[config.mk]
export PLATFORM = sky130hd
export DESIGN_NAME = font_rom_arbiter_flat
export DESIGN_NICKNAME = d
export VERILOG_FILES = /design/src/rtl/font_rom_arbiter_if.sv /design/src/rtl/font_rom_arbiter.sv /design/src/flat_wrapper.sv
export SDC_FILE = /design/constraint.sdc
export NUM_CORES = 1
export LEC_CHECK = 0
export ABC_AREA = 1
export CAP_MARGIN = 10
export CORE_UTILIZATION = 45
export CTS_CLUSTER_DIAMETER = 150
export DETAILED_ROUTE_END_ITERATION = 12
export PLACE_DENSITY = 0.86
export SYNTH_ARGS = -nofsm -noshare
export SYNTH_HDL_FRONTEND = slang
export SYNTH_SLANG_ARGS = --single-unit
[constraint.sdc]
create_clock -name clk -period 4.3 [get_ports clk]
set_input_delay 0.645 -clock clk [delete_from_list [all_inputs] [get_ports clk]]
set_output_delay 0.645 -clock clk [all_outputs]
set_load 0.02 [all_outputs]
[src/rtl/font_rom_arbiter_if.sv]
// font_rom_arbiter_if: requester-side request/response bundle of the font ROM arbiter
interface font_rom_arbiter_if #(
    parameter int NUM_REQ = 4,
    parameter int ADDR_W  = 9,
    parameter int DATA_W  = 16
);
    logic [NUM_REQ-1:0]        req_valid;
    logic [NUM_REQ-1:0]        req_lock;
    logic [NUM_REQ*ADDR_W-1:0] req_addr;
    logic [NUM_REQ-1:0]        req_ready;
    logic [NUM_REQ-1:0]        rsp_valid;
    logic [DATA_W-1:0]         rsp_data;
    modport master (output req_valid, req_lock, req_addr, input req_ready, rsp_valid, rsp_data);
    modport slave  (input req_valid, req_lock, req_addr, output req_ready, rsp_valid, rsp_data);
endinterface

[src/rtl/font_rom_arbiter.sv]
// font_rom_arbiter: round-robin, burst-lockable sharing of one font_rom read port among NUM_REQ requesters
module font_rom_arbiter #(
    parameter int NUM_REQ   = 4,
    parameter int ADDR_W    = 9,
    parameter int DATA_W    = 16,
    parameter int ROM_LAT   = 1,
    parameter int MAX_BURST = 16
) (
    input  logic              clk,
    input  logic              rst_n,
    font_rom_arbiter_if.slave bus,
    output logic [ADDR_W-1:0] o_rom_addr,
    input  logic [DATA_W-1:0] i_rom_data,
    output logic              o_busy
);
    localparam int PW = $clog2(NUM_REQ);
    localparam int CW = $clog2(MAX_BURST + 1);
    typedef enum logic {ARB, LOCKED} state_t;
    state_t           r_state, w_state;
    logic [PW-1:0]    r_ptr, w_ptr, r_owner, w_owner, w_win, w_idx;
    logic [CW-1:0]    r_cnt, w_cnt, w_beat;
    logic             w_found, w_cont;
    logic [ROM_LAT:0] r_tv;
    logic [PW-1:0]    r_tid [0:ROM_LAT];
    always_comb begin
        w_found = 1'b0;
        w_win   = '0;
        w_idx   = '0;
        w_cont  = r_state == LOCKED && bus.req_valid[r_owner];
        for (int k = 0; k < NUM_REQ; k++) begin
            w_idx = PW'((int'(r_ptr) + k) % NUM_REQ);
            if (!w_found && bus.req_valid[w_idx]) begin
                w_found = 1'b1;
                w_win   = w_idx;
            end
        end
        // a still-valid burst owner overrides the round-robin choice
        if (w_cont) w_win = r_owner;
        w_beat  = w_cont ? r_cnt + 1'b1 : CW'(1);
        w_ptr   = w_found ? (w_win == PW'(NUM_REQ - 1) ? '0 : w_win + 1'b1) : r_ptr;
        w_owner = w_found ? w_win : r_owner;
        w_state = w_found && bus.req_lock[w_win] && w_beat != CW'(MAX_BURST) ? LOCKED : ARB;
        w_cnt   = w_state == LOCKED ? w_beat : '0;
    end
    assign bus.req_ready = w_found ? NUM_REQ'(1) << w_win : '0;
    assign bus.rsp_valid = r_tv[ROM_LAT] ? NUM_REQ'(1) << r_tid[ROM_LAT] : '0;
    assign bus.rsp_data  = i_rom_data;
    assign o_busy        = |r_tv;
    always_ff @(posedge clk or negedge rst_n) begin
        if (!rst_n) begin
            r_state    <= ARB;
            r_ptr      <= '0;
            r_owner    <= '0;
            r_cnt      <= '0;
            o_rom_addr <= '0;
            r_tv       <= '0;
            r_tid      <= '{default: '0};
        end else begin
            r_state  <= w_state;
            r_ptr    <= w_ptr;
            r_owner  <= w_owner;
            r_cnt    <= w_cnt;
            if (w_found) o_rom_addr <= bus.req_addr[w_win * ADDR_W +: ADDR_W];
            r_tv[0]  <= w_found;
            r_tid[0] <= w_win;
            for (int i = 1; i <= ROM_LAT; i++) begin
                r_tv[i]  <= r_tv[i-1];
                r_tid[i] <= r_tid[i-1];
            end
        end
    end
endmodule

[src/flat_wrapper.sv]
// flat-port wrapper written by rule: the top's interface ports become plain ports
module font_rom_arbiter_flat 
#(
    parameter int NUM_REQ   = 4,
    parameter int ADDR_W    = 9,
    parameter int DATA_W    = 16,
    parameter int ROM_LAT   = 1,
    parameter int MAX_BURST = 16
)
  (clk, rst_n, o_rom_addr, i_rom_data, o_busy, bus_req_valid, bus_req_lock, bus_req_addr, bus_req_ready, bus_rsp_valid, bus_rsp_data);
  font_rom_arbiter_if #(.NUM_REQ(NUM_REQ), .ADDR_W(ADDR_W), .DATA_W(DATA_W)) bus_i ();
  input  logic clk;
  input  logic rst_n;
  output logic [ADDR_W-1:0] o_rom_addr;
  input  logic [DATA_W-1:0] i_rom_data;
  output logic o_busy;
  input wire logic [$bits(bus_i.req_valid)-1:0] bus_req_valid;
  input wire logic [$bits(bus_i.req_lock)-1:0] bus_req_lock;
  input wire logic [$bits(bus_i.req_addr)-1:0] bus_req_addr;
  output wire logic [$bits(bus_i.req_ready)-1:0] bus_req_ready;
  output wire logic [$bits(bus_i.rsp_valid)-1:0] bus_rsp_valid;
  output wire logic [$bits(bus_i.rsp_data)-1:0] bus_rsp_data;
  assign bus_i.req_valid = bus_req_valid;
  assign bus_i.req_lock = bus_req_lock;
  assign bus_i.req_addr = bus_req_addr;
  assign bus_req_ready = bus_i.req_ready;
  assign bus_rsp_valid = bus_i.rsp_valid;
  assign bus_rsp_data = bus_i.rsp_data;
  font_rom_arbiter #(.NUM_REQ(NUM_REQ), .ADDR_W(ADDR_W), .DATA_W(DATA_W), .ROM_LAT(ROM_LAT), .MAX_BURST(MAX_BURST)) u_core (.clk(clk), .rst_n(rst_n), .bus(bus_i), .o_rom_addr(o_rom_addr), .i_rom_data(i_rom_data), .o_busy(o_busy));
endmodule
=== Word level (Yosys, flattened, before mapping) ===
Index checks and enable logic that the tools add are counted.

* Logic and storage cells: 62
* Register bits: 25

* Magnitude comparators: 6
* Add/sub/neg operators: 5
* Shifts and indexed selects: 3
* Reductions and logical operators: 10
* Multiplexer cells: 27
* Multipliers: 1
* Eq/ne operators: 2

{| class="wikitable"
|+ Operators by type and width
! cell !! number
|-
| $shiftx A36 B7 Y9 || 1
|-
| $lt A2 B3 Y1 const B || 6
|-
| $bmux W1 S2 || 6
|-
| $mux W2 || 6
|-
| $mux W1 || 11
|-
| $mux W5 || 2
|-
| $mux W4 || 2
|-
| $shl A1 B2 Y4 const A || 2
|-
| $logic_and A1 B1 Y1 || 6
|-
| $mul A2 B4 Y6 const B || 1
|-
| $add A5 B1 Y5 const B || 1
|-
| $ne A5 B5 Y1 const B || 1
|-
| $add A2 B1 Y2 const B || 2
|-
| $add A2 B2 Y2 const B || 2
|-
| $logic_not A1 Y1 || 3
|-
| $eq A2 B2 Y1 const B || 1
|-
| $reduce_or A2 Y1 || 1
|}

=== Logic depth before layout (Yosys ltp) ===
* Depth in word-level cells: 19
* Depth in mapped cells: 18
* Mapped depth without buffers: 16

=== Worst setup path after synthesis ===
OpenSTA, ideal clock, no wires.

* Path type: in2out
* Start point: input bus_req_valid[3]
* End point: output bus_req_ready[3]
* Data arrival time: 1.934 ns
* Setup slack: 1.721 ns
* Stages: 13
* Required time: 3.655 ns
* Cells stage by stage: inv_1 -> nand2_1 -> nand3_1 -> nand2_2 -> nor2_4 -> nand2_1 -> nor2_1 -> nor2_2 -> o21ai_2 -> buf_4 -> ha_1 -> nand2_1 -> inv_1

* Cells in the longest elaborated chain, start to end: 15
* Elaborated cells on any way between the ends: 28

{| class="wikitable"
|+ Ends and longest elaborated chain
! element !! line !! text
|-
| start, declared || flat_wrapper.sv:17 || <nowiki>input wire logic [$bits(bus_i.req_valid)-1:0] bus_req_valid;</nowiki>
|-
| $bmux W1 S2 || font_rom_arbiter.sv:32 || <nowiki>if (!w_found && bus.req_valid[w_idx]) begin</nowiki>
|-
| $mux W1 (not written as such) || font_rom_arbiter.sv:32 ||
|-
| $mux W1 || font_rom_arbiter.sv:32 ||
|-
| $logic_not A1 Y1 || font_rom_arbiter.sv:32 ||
|-
| $logic_and A1 B1 Y1 || font_rom_arbiter.sv:32 ||
|-
| $mux W1 || font_rom_arbiter.sv:32 ||
|-
| $logic_not A1 Y1 || font_rom_arbiter.sv:32 ||
|-
| $logic_and A1 B1 Y1 || font_rom_arbiter.sv:32 ||
|-
| $mux W1 || font_rom_arbiter.sv:32 ||
|-
| $logic_not A1 Y1 || font_rom_arbiter.sv:32 ||
|-
| $logic_and A1 B1 Y1 || font_rom_arbiter.sv:32 ||
|-
| $mux W2 || font_rom_arbiter.sv:32 ||
|-
| $mux W2 * || font_rom_arbiter.sv:38 || <nowiki>if (w_cont) w_win = r_owner;</nowiki>
|-
| via u_core.w_win[1] || font_rom_arbiter.sv:20 || <nowiki>logic [PW-1:0] r_ptr, w_ptr, r_owner, w_owner, w_win, w_idx;</nowiki>
|-
| $shl A1 B2 Y4 * || font_rom_arbiter.sv:45 || <nowiki>assign bus.req_ready = w_found ? NUM_REQ'(1) << w_win : '0;</nowiki>
|-
| $mux W4 * || font_rom_arbiter.sv:45 ||
|-
| end, declared || flat_wrapper.sv:20 || <nowiki>output wire logic [$bits(bus_i.req_ready)-1:0] bus_req_ready;</nowiki>
|}

Mark *: on every way through the listed nets, which the timed path passes. The rest lies on a longest branch. The select of a mux whose other input is x is not followed.

=== Worst setup path after layout ===
* Start point: input bus_req_valid[1]
* End point: output bus_req_ready[3]

* Cells in the longest elaborated chain, start to end: 15
* Elaborated cells on any way between the ends: 28

{| class="wikitable"
|+ Ends and longest elaborated chain
! element !! line
|-
| $bmux W1 S2 || font_rom_arbiter.sv:32
|-
| $mux W1 (not written as such) || font_rom_arbiter.sv:32
|-
| $mux W1 || font_rom_arbiter.sv:32
|-
| $logic_not A1 Y1 || font_rom_arbiter.sv:32
|-
| $logic_and A1 B1 Y1 || font_rom_arbiter.sv:32
|-
| $mux W1 || font_rom_arbiter.sv:32
|-
| $logic_not A1 Y1 || font_rom_arbiter.sv:32
|-
| $logic_and A1 B1 Y1 || font_rom_arbiter.sv:32
|-
| $mux W1 || font_rom_arbiter.sv:32
|-
| $logic_not A1 Y1 || font_rom_arbiter.sv:32
|-
| $logic_and A1 B1 Y1 || font_rom_arbiter.sv:32
|-
| $mux W2 || font_rom_arbiter.sv:32
|-
| $mux W2 || font_rom_arbiter.sv:38
|-
| $shl A1 B2 Y4 || font_rom_arbiter.sv:45
|-
| $mux W4 * || font_rom_arbiter.sv:45
|}

Mark *: on every way between the ends. The rest lies on a longest branch, timed or not. The select of a mux whose other input is x is not followed.

==> impl_results.rst <==
.. list-table::
   :header-rows: 1

   * - Metric
     - Value
   * - Run status
     - complete, but fails checks
   * - Violated checks
     - design-rule violations
   * - Part of the Yosys area used for sequential elements
     - just under 30%
   * - DRT met1 WL
     - just under 2 mm
   * - Initial core utilization
     - a little under half
   * - Number of max-slew violations in the final report
     - 0
   * - Endpoint of the worst hold-timing path
     - u_core.r_tid[0]
   * - Synthesized area per cell
     - about 7.0 um^2
   * - Vias in the first global route
     - roughly 1800
   * - Hold path depth
     - 0
   * - Final design instance area without fill
     - about 2700 um^2
   * - Maximum number of pins on one net before global-route repair
     - 29
   * - Count of state elements after synthesis
     - 25
   * - Iteration-0 DRC Markers
     - between 150 and 200
   * - Hold WC Path Type
     - reg -> reg
   * - Number of instances in the synthesized netlist
     - 303
   * - Total length of routed wires
     - about 4.7 mm
   * - TNS Setup
     - 0 ps
   * - Clk pin slew, worst setup/hold paths
     - roughly 80 ps
   * - Post-route setup slack
     - about 370 ps
   * - Sinks on Clock Net
     - 25
   * - Number of hold-repair buffers added at the cts stage
     - 0
   * - Clock tree from TritonCTS
     - yes
   * - Crit-path cells
     - clkdlybuf4s50_1, inv_1, nand2_1, nand3_1, nand2_2, inv_1, nand3_1, nand2_2, o21ai_4, ha_1, nand2_1, inv_1, clkdlybuf4s50_1
   * - Post-CTS setup-driven buffer insertion count
     - 0
   * - Area of the core
     - approximately 4400 um^2
   * - Worst endpoint data arrival time
     - 3280 ps
   * - Startpoint kind of the worst setup timing path
     - input pin
   * - Clock latency of the later-clocked register in the worst-skew pair
     - around 260 ps
   * - Number of search-and-repair iterations in the first detailed-routing pass
     - 8
   * - Worst reg2reg path startpoint
     - u_core.r_ptr[0]
   * - Worst IR Drop VDD
     - 0.000471 V
   * - Peak Freq
     - approximately 250 MHz
   * - Detailed route wirelength on metal3
     - 286 um
   * - Routed Antenna Nets
     - 0
   * - Post-synth EDFFs
     - 0
   * - Kind of capture point of the worst setup path
     - output pin
   * - Class of the most critical setup path
     - in -> out
   * - Ratio of total power to cell area
     - slightly above 1000 nW/um^2
   * - Number of distinct library cells after synthesis
     - 31
   * - Xor and xnor fraction of the mapped netlist area
     - less than 1%
   * - Setup slack of the most critical reg-to-reg path
     - 1930 ps
   * - Worst r2r path cells
     - 12
   * - Worst rel slew slack
     - 27.5%
   * - Cell area after technology mapping
     - between 2000 and 2500 um^2
   * - Synthesized net count
     - 370
   * - Remaining design rule violation count
     - 12
   * - Global-route wire length before repair
     - between 7 and 8 mm
   * - RSZ-0062 raised after global routing
     - no
   * - Final worst-path cycle share
     - 91.4%
   * - Total count of hold-check failures in the final report
     - 0
   * - Layout cells sized above 1
     - between 10% and 20%
   * - Largest driver fanout on the critical path
     - 25
   * - DR top layer
     - met4
   * - Final Critical Period
     - slightly below 4000 ps
   * - Die Span X
     - roughly 71 um
   * - Worst slew pin tran
     - around 1100 ps
   * - CTS root buffer
     - clkbuf_8
   * - Total via count after detailed routing
     - a little under 2000
   * - R2R Path End
     - u_core.r_ptr[0]
   * - Fraction of the mapped netlist area in simple logic gates
     - 40.0%
   * - Register Area
     - approximately 630 um^2
   * - CTS Buffer Depth
     - 2
   * - Leakage power
     - 1.39 nW
   * - Origin of the worst min-delay path
     - u_core.r_tid[2]
   * - Buffers added on ports
     - 63
   * - Area post-placement
     - between 2000 and 3000 um^2
   * - Weighted congestion reported at the end of routability-driven placement
     - a little under 0.9
   * - Data required, critical path
     - 3650 ps
   * - Post-synthesis compound-gate area fraction
     - under 10%
   * - Area growth from synthesis to layout
     - 26.3%
   * - Filler Cell Count
     - 392
   * - Most instantiated cells after synthesis
     - nand2_1, inv_1, nand3_1, dfrtp_1, buf_4
   * - Met2 wire length
     - approximately 2.4 mm
   * - Final antenna diode count
     - 0
   * - Setup Slack @ Placement
     - 355 ps
   * - Adder-cell share of the synthesized area
     - between 2 and 3%
   * - Combined area of the multi-input logic cells
     - around 1100 um^2
   * - Vertical extent of the die
     - between 70 and 80 um
   * - Fraction of registers with async set/reset
     - 100%
   * - Clock Skews
     - ~1.8 ps
   * - Number of nets in the layout
     - a little over 400
   * - Io pins
     - 96
   * - Most used flip-flop cell after synthesis
     - dfrtp_1
   * - Cell with the largest stage delay on the worst path
     - clkdlybuf4s50_1
   * - Cell type with the highest aggregate area in the netlist
     - dfrtp_1
   * - Max stage delay on crit path
     - 600 ps
   * - Via/cell ratio
     - approximately 5.0
   * - Total congestion overflow after global routing
     - 0
   * - Site row count
     - 24
   * - Die area
     - around 5000 um^2
   * - Fraction of post-synthesis cell area in the top cell type by area
     - between 20% and 30%
   * - Count of endpoints failing setup in the final report
     - 0
   * - Dominant cells by area after synthesis
     - dfrtp_1, nand2_1, inv_1
   * - Mux cell area share after synthesis
     - 0%
   * - Detailed placer's ending HPWL
     - around 3.6 mm
   * - Main combinational cell family by area after synthesis
     - simple AND/OR/NAND/NOR gates
   * - Max-capacitance violation count
     - 0
   * - Clock buffer count from CTS
     - 3
   * - Clock H-tree levels
     - 1
   * - WL/cell
     - roughly 12 um
   * - Cts repair resizes
     - 0
   * - Most used standard cell by instance count after synthesis
     - nand2_1
   * - Initial antenna violation count
     - 0
   * - CP dominant cell by count
     - inv_1
   * - Yosys warning total
     - 0
   * - Global routing usage summed across all routing layers
     - about a fifth
-- kinds of logic (layout without fill, tap and decap cells) --
| logic type | after synthesis | count (layout) |
|---|---|---|
| flops | 25 | 25 |
| xor+xnor | 2 | 2 |
| fa+ha+maj | 5 | 5 |
| buf+inv | 82 | 125 |
| compound gates | 19 | 19 |
| simple gates | 170 | 170 |
-- cell type report --
type	count	share of cell area [%]
Tap cell	52	2.43
Clock buffer	4	1.68
Timing Repair Buffer	67	24.6
Multi-Input combinational cell	196	40.2
Inverter	54	7.79
Sequential cell	25	23.3
-- report_power, final --
part | internal, mW | switching, mW | total (mW)
logic | 0.823 | 1.31 | 2.13
clock network | 0.0661 | 0.0703 | 0.136
registers | 0.364 | 0.0851 | 0.449
total | 1.25 | 1.47 | 2.72
-- flip-flops by register name, summed over array words and instances, names as in the netlist --
name	flops
u_core.r_cnt	5
u_core.r_ptr	2
u_core.r_state	1
u_core.r_owner	2
u_core.o_rom_addr	9
u_core.r_tid	4
u_core.r_tv	2
-- routing by layer --
layer / up-vias / GRT usage (%)
met4: 0 / 7.11
met1: 894 / 24.6
met2: 75 / 33.9
met3: 10 / 2.56
met5: - / 0
li1: 1002 / -
-- worst max-delay path: cells and delay by family --
| family | cells | cell delay [ps] |
|---|---|---|
| compound gates | 1 | 500 |
| fa+ha+maj | 1 | 290 |
| buf+inv | 5 | 1290 |
| simple gates | 6 | 550 |
-- how the worst max path moves through the flow --
| stage | depth (start not counted) | to | slack (ps) | start |
|---|---|---|---|---|
| 2_1_floorplan | 13 | bus_req_ready[3] | 1720 | bus_req_valid[3] |
| 3_3_place_gp | 13 | bus_req_ready[3] | 440 | bus_req_valid[1] |
| 3_5_place_dp | 13 | bus_req_ready[3] | 350 | bus_req_valid[1] |
| 4_1_cts | 13 | bus_req_ready[3] | 350 | bus_req_valid[1] |
| 5_1_grt | 15 | bus_req_ready[3] | 180 | bus_req_valid[2] |
| 6_report | 13 | bus_req_ready[3] | 370 | bus_req_valid[1] |
-- placed cells by master, fill, tap and decap left out, drive strengths merged --
cell,Yosys,final
ha,5,5
nand3b,18,18
nand2,96,96
a21o,1,1
a21oi,1,1
clkbuf,1,4
nor2,16,16
clkdlybuf4s50,0,63
o211ai,1,1
clkinv,1,1
nand3,33,33
xor2,1,1
inv,53,53
o21ai,16,16
xnor2,1,1
dfrtp,25,25
nor3,5,5
buf,27,4
or2,2,2
-- metrics by stage --
stage / utilization (%) / hold slack, ps / power (mW) / cells
2_1_floorplan: - / 331 / 2.13 / 303
3_3_place_gp: 59.3 / 337 / 2.51 / 394
3_5_place_dp: 59.3 / 336 / 2.59 / 394
4_1_cts: 60.4 / 355 / 2.73 / 398
5_1_grt: 60.4 / 359 / 3.00 / 398
6_report: 60.4 / 352 / 2.72 / 398
Power figures use the tool's default switching activity.
